$ cat src/rtl/bit_deserializer_pkg.sv
// Shared constants and output-holding FSM encoding for the bit deserializer.
package bit_deserializer_pkg;

  localparam int DEF_WIDTH = 8;
  localparam int DEF_CNT_W = 8;

  typedef enum logic {
    EMPTY = 1'b0,
    FULL  = 1'b1
  } hold_state_e;

endpackage

$ cat src/rtl/bit_deserializer_bit_shifter.sv
// MSB-first shift register with a bit counter; flags the edge that accepts
// the last bit of a word and presents the word as it will look after that edge.
module bit_shifter
  import bit_deserializer_pkg::*;
#(
  parameter int WIDTH = DEF_WIDTH
) (
  input  logic             clk,
  input  logic             rst_n,
  input  logic             bit_in,
  input  logic             bit_en,
  output logic [WIDTH-1:0] word,
  output logic             word_done
);

  localparam int BW = (WIDTH > 1) ? $clog2(WIDTH) : 1;
  localparam logic [BW-1:0] LAST_BIT = BW'(WIDTH - 1);

  logic [WIDTH-1:0] shift_r;
  logic [BW-1:0]    cnt_r;

  // Word lookahead lets the top capture a complete word on its final bit edge.
  always_comb begin
    word      = {shift_r[WIDTH-2:0], bit_in};
    word_done = bit_en && (cnt_r == LAST_BIT);
  end

  always_ff @(posedge clk or negedge rst_n) begin
    if (!rst_n) begin
      shift_r <= {WIDTH{1'b0}};
      cnt_r   <= {BW{1'b0}};
    end else if (bit_en) begin
      shift_r <= word;
      cnt_r   <= (cnt_r == LAST_BIT) ? {BW{1'b0}} : cnt_r + BW'(1);
    end else begin
      shift_r <= shift_r;
      cnt_r   <= cnt_r;
    end
  end

endmodule

$ cat src/rtl/bit_deserializer.sv
// Serial-to-parallel deserializer with a single-word valid/ready output holding
// register, a sticky overflow flag for dropped words and a delivered-word counter.
module bit_deserializer
  import bit_deserializer_pkg::*;
#(
  parameter int WIDTH = DEF_WIDTH,
  parameter int CNT_W = DEF_CNT_W
) (
  input  logic             clk,
  input  logic             rst_n,
  input  logic             bit_in,
  input  logic             bit_en,
  output logic [WIDTH-1:0] out_data,
  output logic             out_valid,
  input  logic             out_ready,
  output logic             overflow,
  input  logic             ovf_clr,
  output logic [CNT_W-1:0] word_count
);

  hold_state_e      state_r;
  logic [WIDTH-1:0] data_r;
  logic             ovf_r;
  logic [CNT_W-1:0] count_r;
  logic [WIDTH-1:0] word_s;
  logic             word_done_s;
  logic             drop_s;

  bit_shifter #(.WIDTH(WIDTH)) u_shifter (
    .clk       (clk),
    .rst_n     (rst_n),
    .bit_in    (bit_in),
    .bit_en    (bit_en),
    .word      (word_s),
    .word_done (word_done_s)
  );

  // A completed word is dropped only when the held word is not leaving this edge.
  always_comb begin
    drop_s = word_done_s && (state_r == FULL) && !out_ready;
  end

  always_ff @(posedge clk or negedge rst_n) begin
    if (!rst_n) begin
      state_r <= EMPTY;
      data_r  <= {WIDTH{1'b0}};
      ovf_r   <= 1'b0;
      count_r <= {CNT_W{1'b0}};
    end else begin
      case (state_r)
        EMPTY: begin
          if (word_done_s) begin
            data_r  <= word_s;
            state_r <= FULL;
          end else begin
            state_r <= EMPTY;
          end
        end
        FULL: begin
          if (out_ready) begin
            count_r <= count_r + CNT_W'(1);
            if (word_done_s) begin
              data_r  <= word_s;
              state_r <= FULL;
            end else begin
              state_r <= EMPTY;
            end
          end else begin
            state_r <= FULL;
          end
        end
        default: begin
          state_r <= EMPTY;
        end
      endcase

      // Setting on a drop takes priority over a clear on the same edge.
      if (drop_s) begin
        ovf_r <= 1'b1;
      end else if (ovf_clr) begin
        ovf_r <= 1'b0;
      end else begin
        ovf_r <= ovf_r;
      end
    end
  end

  assign out_data   = data_r;
  assign out_valid  = (state_r == FULL);
  assign overflow   = ovf_r;
  assign word_count = count_r;

endmodule

$ cat config.mk
export PLATFORM = sky130hd
export DESIGN_NAME = bit_deserializer
export DESIGN_NICKNAME = d
export VERILOG_FILES = /design/src/rtl/bit_deserializer_pkg.sv /design/src/rtl/bit_deserializer_bit_shifter.sv /design/src/rtl/bit_deserializer.sv
export SDC_FILE = /design/constraint.sdc
export NUM_CORES = 1
export LEC_CHECK = 0
export ABC_AREA = 1
export BUFFER_PORTS_ARGS = -buffer_cell sky130_fd_sc_hd__clkbuf_2
export CORE_MARGIN = 5
export CORE_UTILIZATION = 53
export CTS_CLUSTER_DIAMETER = 50
export DETAILED_ROUTE_END_ITERATION = 10
export HOLD_SLACK_MARGIN = 0.08
export PLACE_DENSITY = 0.76
export SYNTH_ARGS = -nofsm -noshare
export SYNTH_HDL_FRONTEND = slang
export SYNTH_HIERARCHICAL = 1
export SYNTH_SLANG_ARGS = --single-unit
$ cat constraint.sdc
create_clock -name clk -period 1.6 [get_ports clk]
set_input_delay 0.08 -clock clk [delete_from_list [all_inputs] [get_ports clk]]
set_output_delay 0.08 -clock clk [all_outputs]
set_load 0.01 [all_outputs]
* Word-level counts from Yosys, hierarchy flattened
Cells that the tools add are included.
** Word-level totals
- Flip-flop bits (word level) :: 28
- Input bits :: 6
** Cells by class
- Add/sub/neg operators :: 2
- Equal/unequal tests :: 2
- Mux-type cells :: 9
- Bitwise logic cells :: 1
- Reduce and logical (&&, ||, !) cells :: 6
** Operators by type and width (count)
- two-way mux 8 bit :: 2
- one-hot mux 8 bit (2 select lines) :: 1
- adder 8 x 1 -> 8 bit, second input constant :: 1
- two-way mux 1 bit :: 4
- adder 3 x 1 -> 3 bit, second input constant :: 1
- equality test 3 bit, second input constant :: 1
- logical AND 1 bit :: 3
- two-way mux 3 bit :: 1
- inequality test 2 bit, second input constant :: 1
- one-hot mux 1 bit (2 select lines) :: 1
- AND reduction 2 bit :: 1
- nonzero test 2 bit :: 1
- logical NOT 1 bit :: 1
- NOT 1 bit :: 1

* Longest topological paths before layout
Gate-level depths: netlist of run 1.
- Depth in word-level cells :: 5
- Gate-level depth with buffers :: 8
- Mapped depth without buffers :: 7

* Modules after synthesis
The synthesis of run 1 kept the hierarchy.
** Modules (own cells, without submodules)
- bit_deserializer :: times used 1, cells an instance 94, area each 815.8 um^2, sequential area each 450.4 um^2
- bit_shifter :: times used 1, cells an instance 45, area each 427.9 um^2, sequential area each 250.2 um^2

* Worst setup path before layout of run 1
OpenSTA, ideal clock, no wires.
- Path kind :: register to register
- From :: reg u_shifter.cnt_r[0]
- To :: reg data_r[0], in the netlist out_data[0]
- Arrival :: 1258 ps
- Data required time :: 1535 ps
- Setup slack :: 277 ps
- Stages on the path, launching flop included :: 9
- Buffers on the path :: 1
- Period minus slack after synthesis :: 1323 ps
- Cells stage by stage :: dfrtp_1 ha_1 ha_1 nand2_1 inv_1 buf_2 nand2_1 nand2_1 nand2_1
** Between the ends
- Cells in the longest elaborated chain, start to end :: 5
** Ends and longest elaborated chain
- from (decl) :: line bit_deserializer_bit_shifter.sv:20 : logic [BW-1:0] cnt_r;
- from (signal assigned) :: line bit_deserializer_bit_shifter.sv:31 : cnt_r <= {BW{1'b0}};
- from (signal assigned) :: line bit_deserializer_bit_shifter.sv:34 : cnt_r <= (cnt_r == LAST_BIT) ? {BW{1'b0}} : cnt_r + BW'(1);
- from (signal assigned) :: line bit_deserializer_bit_shifter.sv:37 : cnt_r <= cnt_r;
- equality test 3 bit (*) :: line bit_deserializer_bit_shifter.sv:25 : word_done = bit_en && (cnt_r == LAST_BIT);
- logical AND 1 bit (*) :: line bit_deserializer_bit_shifter.sv:25
- net word_done_s :: line bit_deserializer.sv:26 : logic word_done_s;
- two-way mux 8 bit (*)
- two-way mux 8 bit
- one-hot mux 8 bit (2 select lines) (*)
- to (signal assigned) :: line bit_deserializer.sv:46 : data_r <= {WIDTH{1'b0}};
- to (signal assigned) :: line bit_deserializer.sv:53 : data_r <= word_s;
- to (signal assigned) :: line bit_deserializer.sv:63 : data_r <= word_s;
- to (decl) :: line bit_deserializer.sv:22 : logic [WIDTH-1:0] data_r;
The timed path passes the listed nets; every way through them passes the cells marked *. The select of a mux whose other input is x is not followed.
A chain may end at the register's enable or synchronous reset.

* Worst setup path after layout of run 1
- From :: reg u_shifter.cnt_r[0]
- To :: reg data_r[2], in the netlist out_data[2]
The elaborated chain is that of the path after synthesis.

==> impl_metrics.json, run 1 <==
{
  "status": "complete, no violations",
  "portBuffers": 23,
  "synth_area_um2": 1240,
  "overflow": 0,
  "drive_gt1_frac": 0.229,
  "path_clk_slew_ns": 0.15,
  "netlist_top_cells_count": "nand2_1 (50), dfrtp_1 (28), inv_1 (16)",
  "routabilityCongestion": 0.694,
  "ys_top_cells_by_area": "dfrtp_1 (56%), nand2_1 (15%), nand3_1 (4.8%)",
  "drtAntennaViolNets": 0,
  "nets": 176,
  "timing.final.ws_setup_ns": 0.220,
  "setup_tns_ns": 0,
  "fmax_mhz": 724,
  "num_rows": 17,
  "grt_pass1_wl_mm": 3.76,
  "yosysMostFrequentCell": "nand2_1",
  "antenna_found_initial": 0,
  "yosysTopAreaCell": "dfrtp_1",
  "worst_pin_slew_ns": 0.654,
  "end_kind": "flop",
  "syn_nets": 148,
  "grt_max_degree": 29,
  "post-route-period-util": 0.863,
  "start_kind": "flop",
  "seq_area_um2": 701,
  "crit_fanout": 10,
  "die-area_um2": 3420,
  "cts_tree": "done",
  "yosys.cell_types.count": 20,
  "cts-root-buf": "clkbuf_4",
  "crit_arrival_ns": 1.62,
  "report.power.total_uw": 1820,
  "setup_violations": 0,
  "leakagePower_uw": 0.000810,
  "pre_cts_ws_ns": 0.158,
  "synth_seq_area_share": 0.563,
  "nFillCells": 195,
  "hold_depth": 2,
  "cts_made_buffers": 3,
  "die_w_um": 58.4,
  "routed-via-count": 922,
  "worst_slew_margin_rel": 0.564,
  "dr.pass1.iters": 4,
  "netlist_instances": 139,
  "hold_viol_final": 0,
  "fin_skew_ns": 0.00693,
  "fin_crit_ns": 1.38,
  "grt_pass1_vias": 851,
  "clockBufferDepth": 2,
  "irDropWorstVdd_mv": 0.734,
  "drt-vias-per-instance": 4.75,
  "synth-edff-count": 0,
  "areaGrowthSynthToFinish_pct": 15.7,
  "cts.htree.levels": 1,
  "multi_input_area_um2": 450,
  "avgSynthCellArea_um2": 8.95,
  "drt_wl_total_mm": 2.04,
  "core_um2": 2230,
  "start_util": 0.557,
  "drtIter0Drc": 25,
  "async_reset_ff_frac": 1.00,
  "path_class": "flop to flop",
  "die_h_um": 58.4,
  "avgRoutedWirePerCell_um": 10.5,
  "hold_class": "input pin to flop",
  "groute.usage.overall": 0.140,
  "antenna_cells": 0,
  "utilization": 0.644,
  "slew_violations": 0,
  "required_ns": 1.84,
  "grt_setup_unrepaired": "false",
  "clock_sinks": 28,
  "worstRegToRegCells": 7,
  "post-dp-hpwl_mm": 1.55,
  "insertion_delay_ns": 0.32,
  "maxCapViolations": 0,
  "synth_top_area_frac": 0.563,
  "synth_ff_type": "dfrtp_1",
  "synth_warnings": 6,
  "ys_seq_elements": 28,
  "pwr_density_cell_nw_per_um2": 1260,
  "drcViolationCount": 0,
  "ios": 24
}
per-layer routing:
| layer | up-vias | routed length [um] | global-route usage |
|---|---|---|---|
| met5 | - | 0 | 0 |
| met4 | 0 | 12 | 0.0596 |
| met3 | 2 | 72 | 0.0263 |
| met2 | 12 | 922 | 0.204 |
| met1 | 430 | 1030 | 0.204 |
| li1 | 478 | - | - |
layout make-up:
| class | instances | share of cell area |
|---|---|---|
| clock buffer | 4 | 0.0252 |
| inverter | 17 | 0.0443 |
| multi-input combinational | 90 | 0.313 |
| sequential | 28 | 0.487 |
| tap | 28 | 0.0243 |
| timing repair buffer | 27 | 0.106 |
cell usage in the layout (no fill, tap or decap):
master         instances
nand2_1               49
dfrtp_1               28
clkbuf_2              23
inv_1                 16
nand3_1               12
nor2_1                 7
o21ai_1                4
nand2_2                3
ha_1                   3
clkbuf_4               3
dlygate4sd3_1          3
nor2_4                 2
xnor2_1                2
xor2_1                 2
o21ai_2                2
nand2_4                1
nor2_2                 1
o22ai_1                1
clkbuf_8               1
buf_4                  1
inv_2                  1
o21ai_0                1
registers in the layout (all words and copies together), names as in the netlist:
name               flops
out_valid              1
u_shifter/cnt_r        3
word_count             8
u_shifter/shift_r      7
overflow               1
out_data               8
worst paths after layout:
kind,slack [ns],from,end
setup reg to reg,0.22,u_shifter/cnt_r[0],out_data[2]
max in group asynchronous,0.89,rst_n,word_count[0]
min in group asynchronous,0.29,rst_n,out_data[6]
hold reg to reg,0.49,out_data[0],out_data[0]
hold / removal,0.1,bit_en,u_shifter/shift_r[4]
setup / recovery,0.22,u_shifter/cnt_r[0],out_data[2]
stage by stage:
stage / std cells / hold slack (ns) / instance area [um^2]
after global placement: 187 / 0.139 / 1370
after floorplan: 139 / -0.216 / 1240
after global routing: 194 / 0.0846 / 1440
after detailed placement: 187 / 0.152 / 1370
after CTS: 194 / 0.0927 / 1440
final: 194 / 0.0997 / 1440
where the power goes:
group          internal (uW)  total (uW)  switching [uW]
sequential               877         999             122
combinational            198         477             279
clock                    139         341             201
critical path: stages (launching register included):
cell     delay [ns]
dfrtp_1        0.40
ha_1           0.15
ha_1           0.15
nand2_1        0.05
inv_1          0.23
nand2_2        0.16
nand2_1        0.10
nand2_1        0.05
what timing repair did:
| item | CTS | global route |
|---|---|---|
| gates resized for setup | 0 | 1 |
| setup buffers | 0 | 0 |
| hold buffers | 3 | 0 |
| endpoints found under the setup margin | 0 | 8 |
| hold endpoints to repair | 31 | 0 |
cell families after synthesis:
group,after synthesis,share of synthesized area
AOI/OAI and AO/OA,8,0.0392
and+or+nand+nor,75,0.263
DFF,28,0.563
xor gates and xnor gates,4,0.0282
buffers and inverters,21,0.0764
adders and majority gates,3,0.0302
Note: power is estimated with default switching activity, not from simulation.
==> run 2: changes to the inputs <==
--- a/config.mk
+++ b/config.mk
@@ -5,14 +5,13 @@
 export SDC_FILE = /design/constraint.sdc
 export NUM_CORES = 1
 export LEC_CHECK = 0
-export ABC_AREA = 1
 export BUFFER_PORTS_ARGS = -buffer_cell sky130_fd_sc_hd__clkbuf_2
 export CORE_MARGIN = 5
-export CORE_UTILIZATION = 53
+export CORE_UTILIZATION = 52
 export CTS_CLUSTER_DIAMETER = 50
 export DETAILED_ROUTE_END_ITERATION = 10
 export HOLD_SLACK_MARGIN = 0.08
-export PLACE_DENSITY = 0.76
+export PLACE_DENSITY = 0.75
 export SYNTH_ARGS = -nofsm -noshare
 export SYNTH_HDL_FRONTEND = slang
 export SYNTH_HIERARCHICAL = 1
==> run 2 against run 1 <==
  * First-iteration DRC count down 76%
  * Global-route usage down 1.8 points
  * Maximum frequency down 11%
  * Non-clock buffer count up 2
  * Critical path depth down 2
  * Routed wire length down 13%
  * Critical endpoint is now out_data[0]
  * Clock skew down 0.0045 ns
==> impl_metrics.json, run 2 <==
{
  "slew_violations": 0,
  "hold_class": "input pin to flop",
  "overflow": 0,
  "areaGrowthSynthToFinish_pct": 18.8,
  "drt_wl_total_mm": 1.77,
  "r2r_start": "u_shifter/cnt_r[0]",
  "rrSetupSlack_ns": 0.04,
  "post-dp-hpwl_mm": 1.32,
  "synth_area_um2": 1180,
  "synth_seq_area_share": 0.591,
  "maxCapViolations": 0,
  "antenna_found_initial": 0,
  "irDropWorstVdd_mv": 0.726,
  "path_class": "flop to flop",
  "antenna_cells": 0,
  "die_w_um": 57.7,
  "cts-root-buf": "clkbuf_4",
  "r2r_end": "out_data[0]",
  "cp_common_cell": "ha_1",
  "routabilityCongestion": 0.644,
  "die-area_um2": 3330,
  "drive_gt1_frac": 0.486,
  "routed-via-count": 679,
  "avgRoutedWirePerCell_um": 12.9,
  "yosysTopAreaCell": "dfrtp_1",
  "synth_top_area_frac": 0.591,
  "groute.usage.overall": 0.122,
  "start_util": 0.541,
  "yosys.cell_types.count": 22,
  "grt_pass1_wl_mm": 3.07,
  "cts.htree.levels": 1,
  "clockBufferDepth": 2,
  "timing.final.ws_setup_ns": 0.0447,
  "hold_viol_final": 0,
  "cts_tree": "done",
  "setup_violations": 0,
  "netlist_top_cells_count": "dfrtp_1 (28), mux2_2 (10), mux2_4 (8)",
  "die_h_um": 57.7,
  "worst_pin_slew_ns": 0.657,
  "synth_ff_type": "dfrtp_1",
  "post-route-period-util": 0.972,
  "pre_cts_ws_ns": 0.0556,
  "worstRegToRegCells": 5,
  "grt_max_degree": 29,
  "path_clk_slew_ns": 0.14,
  "core_um2": 2190,
  "portBuffers": 23,
  "leakagePower_uw": 0.000718,
  "synth_warnings": 6,
  "ys_seq_elements": 28,
  "insertion_delay_ns": 0.32,
  "num_rows": 17,
  "start_kind": "flop",
  "cpPeakStageDelay_ns": 0.42,
  "cts_made_buffers": 3,
  "crit_arrival_ns": 1.78,
  "syn_nets": 87,
  "drtIter0Drc": 6,
  "fin_skew_ns": 0.00246,
  "nFillCells": 164,
  "clock_sinks": 28,
  "grt_pass1_vias": 690,
  "async_reset_ff_frac": 1.00,
  "crit_chain": "ha_1, ha_1, and2_2, nand2_4, mux2_2",
  "critPathSlowestCell": "dfrtp_1",
  "setup_tns_ns": 0,
  "drtAntennaViolNets": 0,
  "required_ns": 1.82,
  "grt_setup_unrepaired": "true",
  "cts_repair_resize_count": 0,
  "pwr_density_cell_nw_per_um2": 1470,
  "avgSynthCellArea_um2": 15.2,
  "drt-vias-per-instance": 4.96,
  "utilization": 0.642,
  "fin_crit_ns": 1.56,
  "ios": 24,
  "synth-edff-count": 0,
  "final_common_cell": "dfrtp_1",
  "netlist_instances": 78,
  "dr.pass1.iters": 4,
  "nets": 119,
  "ys_top_cells_by_area": "dfrtp_1 (59%), mux2_4 (10%), mux2_2 (9.5%)",
  "drcViolationCount": 0,
  "status": "complete, no violations",
  "crit_start": "u_shifter/cnt_r[0]",
  "yosysMostFrequentCell": "dfrtp_1",
  "worst_slew_margin_rel": 0.562,
  "cp-endpoint": "out_data[0]",
  "final_cell_mix": "dfrtp_1 (28), clkbuf_2 (23), mux2_2 (10), mux2_4 (8), nand2_1 (6)",
  "fmax_mhz": 643,
  "end_kind": "flop",
  "crit_fanout": 8
}
-- run 2: changes by cell type after synthesis, sizes merged, moves of 2 or more --
cell | before | now
buf | 4 | 2
xnor2 | 2 | 5
o21ai | 7 | 0
nand2b | 0 | 2
mux2 | 0 | 18
nand3 | 12 | 1
nor2 | 10 | 1
nand2 | 53 | 7
inv | 17 | 2
-- run 2: through the flow --
step	power, uW	instance area [um^2]	hold WS (ns)	std cells
floorplan	1500	1180	-0.216	78
global placement	1720	1320	0.141	128
detailed placement	1750	1320	0.144	128
CTS	2090	1400	0.131	136
global route	2220	1410	0.152	137
finish	2070	1410	0.139	137
-- run 2: what timing repair did --
| item | in CTS | in global routing |
|---|---|---|
| hold buffers | 4 | 0 |
| buffers inserted | 0 | 1 |
| hold endpoints to repair | 32 | 0 |
| endpoints found under the setup margin | 0 | 8 |
-- run 2: layout make-up --
cell class | instances | area [um^2] | area share
clock buffer | 4 | 36.3 | 0.0258
inverter | 2 | 7.51 | 0.00533
multi-input combinational | 46 | 458 | 0.325
sequential | 28 | 701 | 0.498
tap | 28 | 35.0 | 0.0249
timing repair buffer | 29 | 170 | 0.121
-- run 2: worst min-delay path by stage --
stage / slack [ns] / start / to / depth (start not counted)
after floorplan: -0.22 / rst_n / out_data[0] / 0
after global placement: 0.14 / rst_n / word_count[5] / 1
after detailed placement: 0.14 / rst_n / word_count[6] / 1
after CTS: 0.13 / bit_en / out_valid / 4
after global routing: 0.15 / bit_en / out_valid / 4
final: 0.14 / bit_en / out_valid / 4
-- run 2: cell families (layout without fill, tap and decap cells) --
group,Yosys count,after routing,synth area share
buffers and inverters,4,35,0.0222
DFF,28,28,0.591
AOI/OAI and AO/OA,1,1,0.00528
and+or+nand+nor,16,16,0.0929
xor gates and xnor gates,7,7,0.0517
adders and majority gates,3,3,0.0317
muxes,19,19,0.205
-- run 2: where the power goes --
group / internal [uW] / total (uW) / switching (uW)
Sequential: 931 / 1090 / 157
Clock: 139 / 333 / 194
Combinational: 381 / 646 / 265
-- run 2: worst max-delay path: cells and delay by family, from the launching register on --
family	cells	cell delay, ns
AND/OR/NAND/NOR	2	0.31
flip-flops	1	0.42
adder cells (fa/ha/maj)	2	0.38
multiplexers	1	0.35
-- run 2: per-layer routing --
layer,up-vias,track usage,share of wire
met5,-,0,0
met4,0,0.0695,0.011
met3,2,0.0267,0.040
met2,12,0.195,0.49
met1,337,0.152,0.46
li1,328,-,-
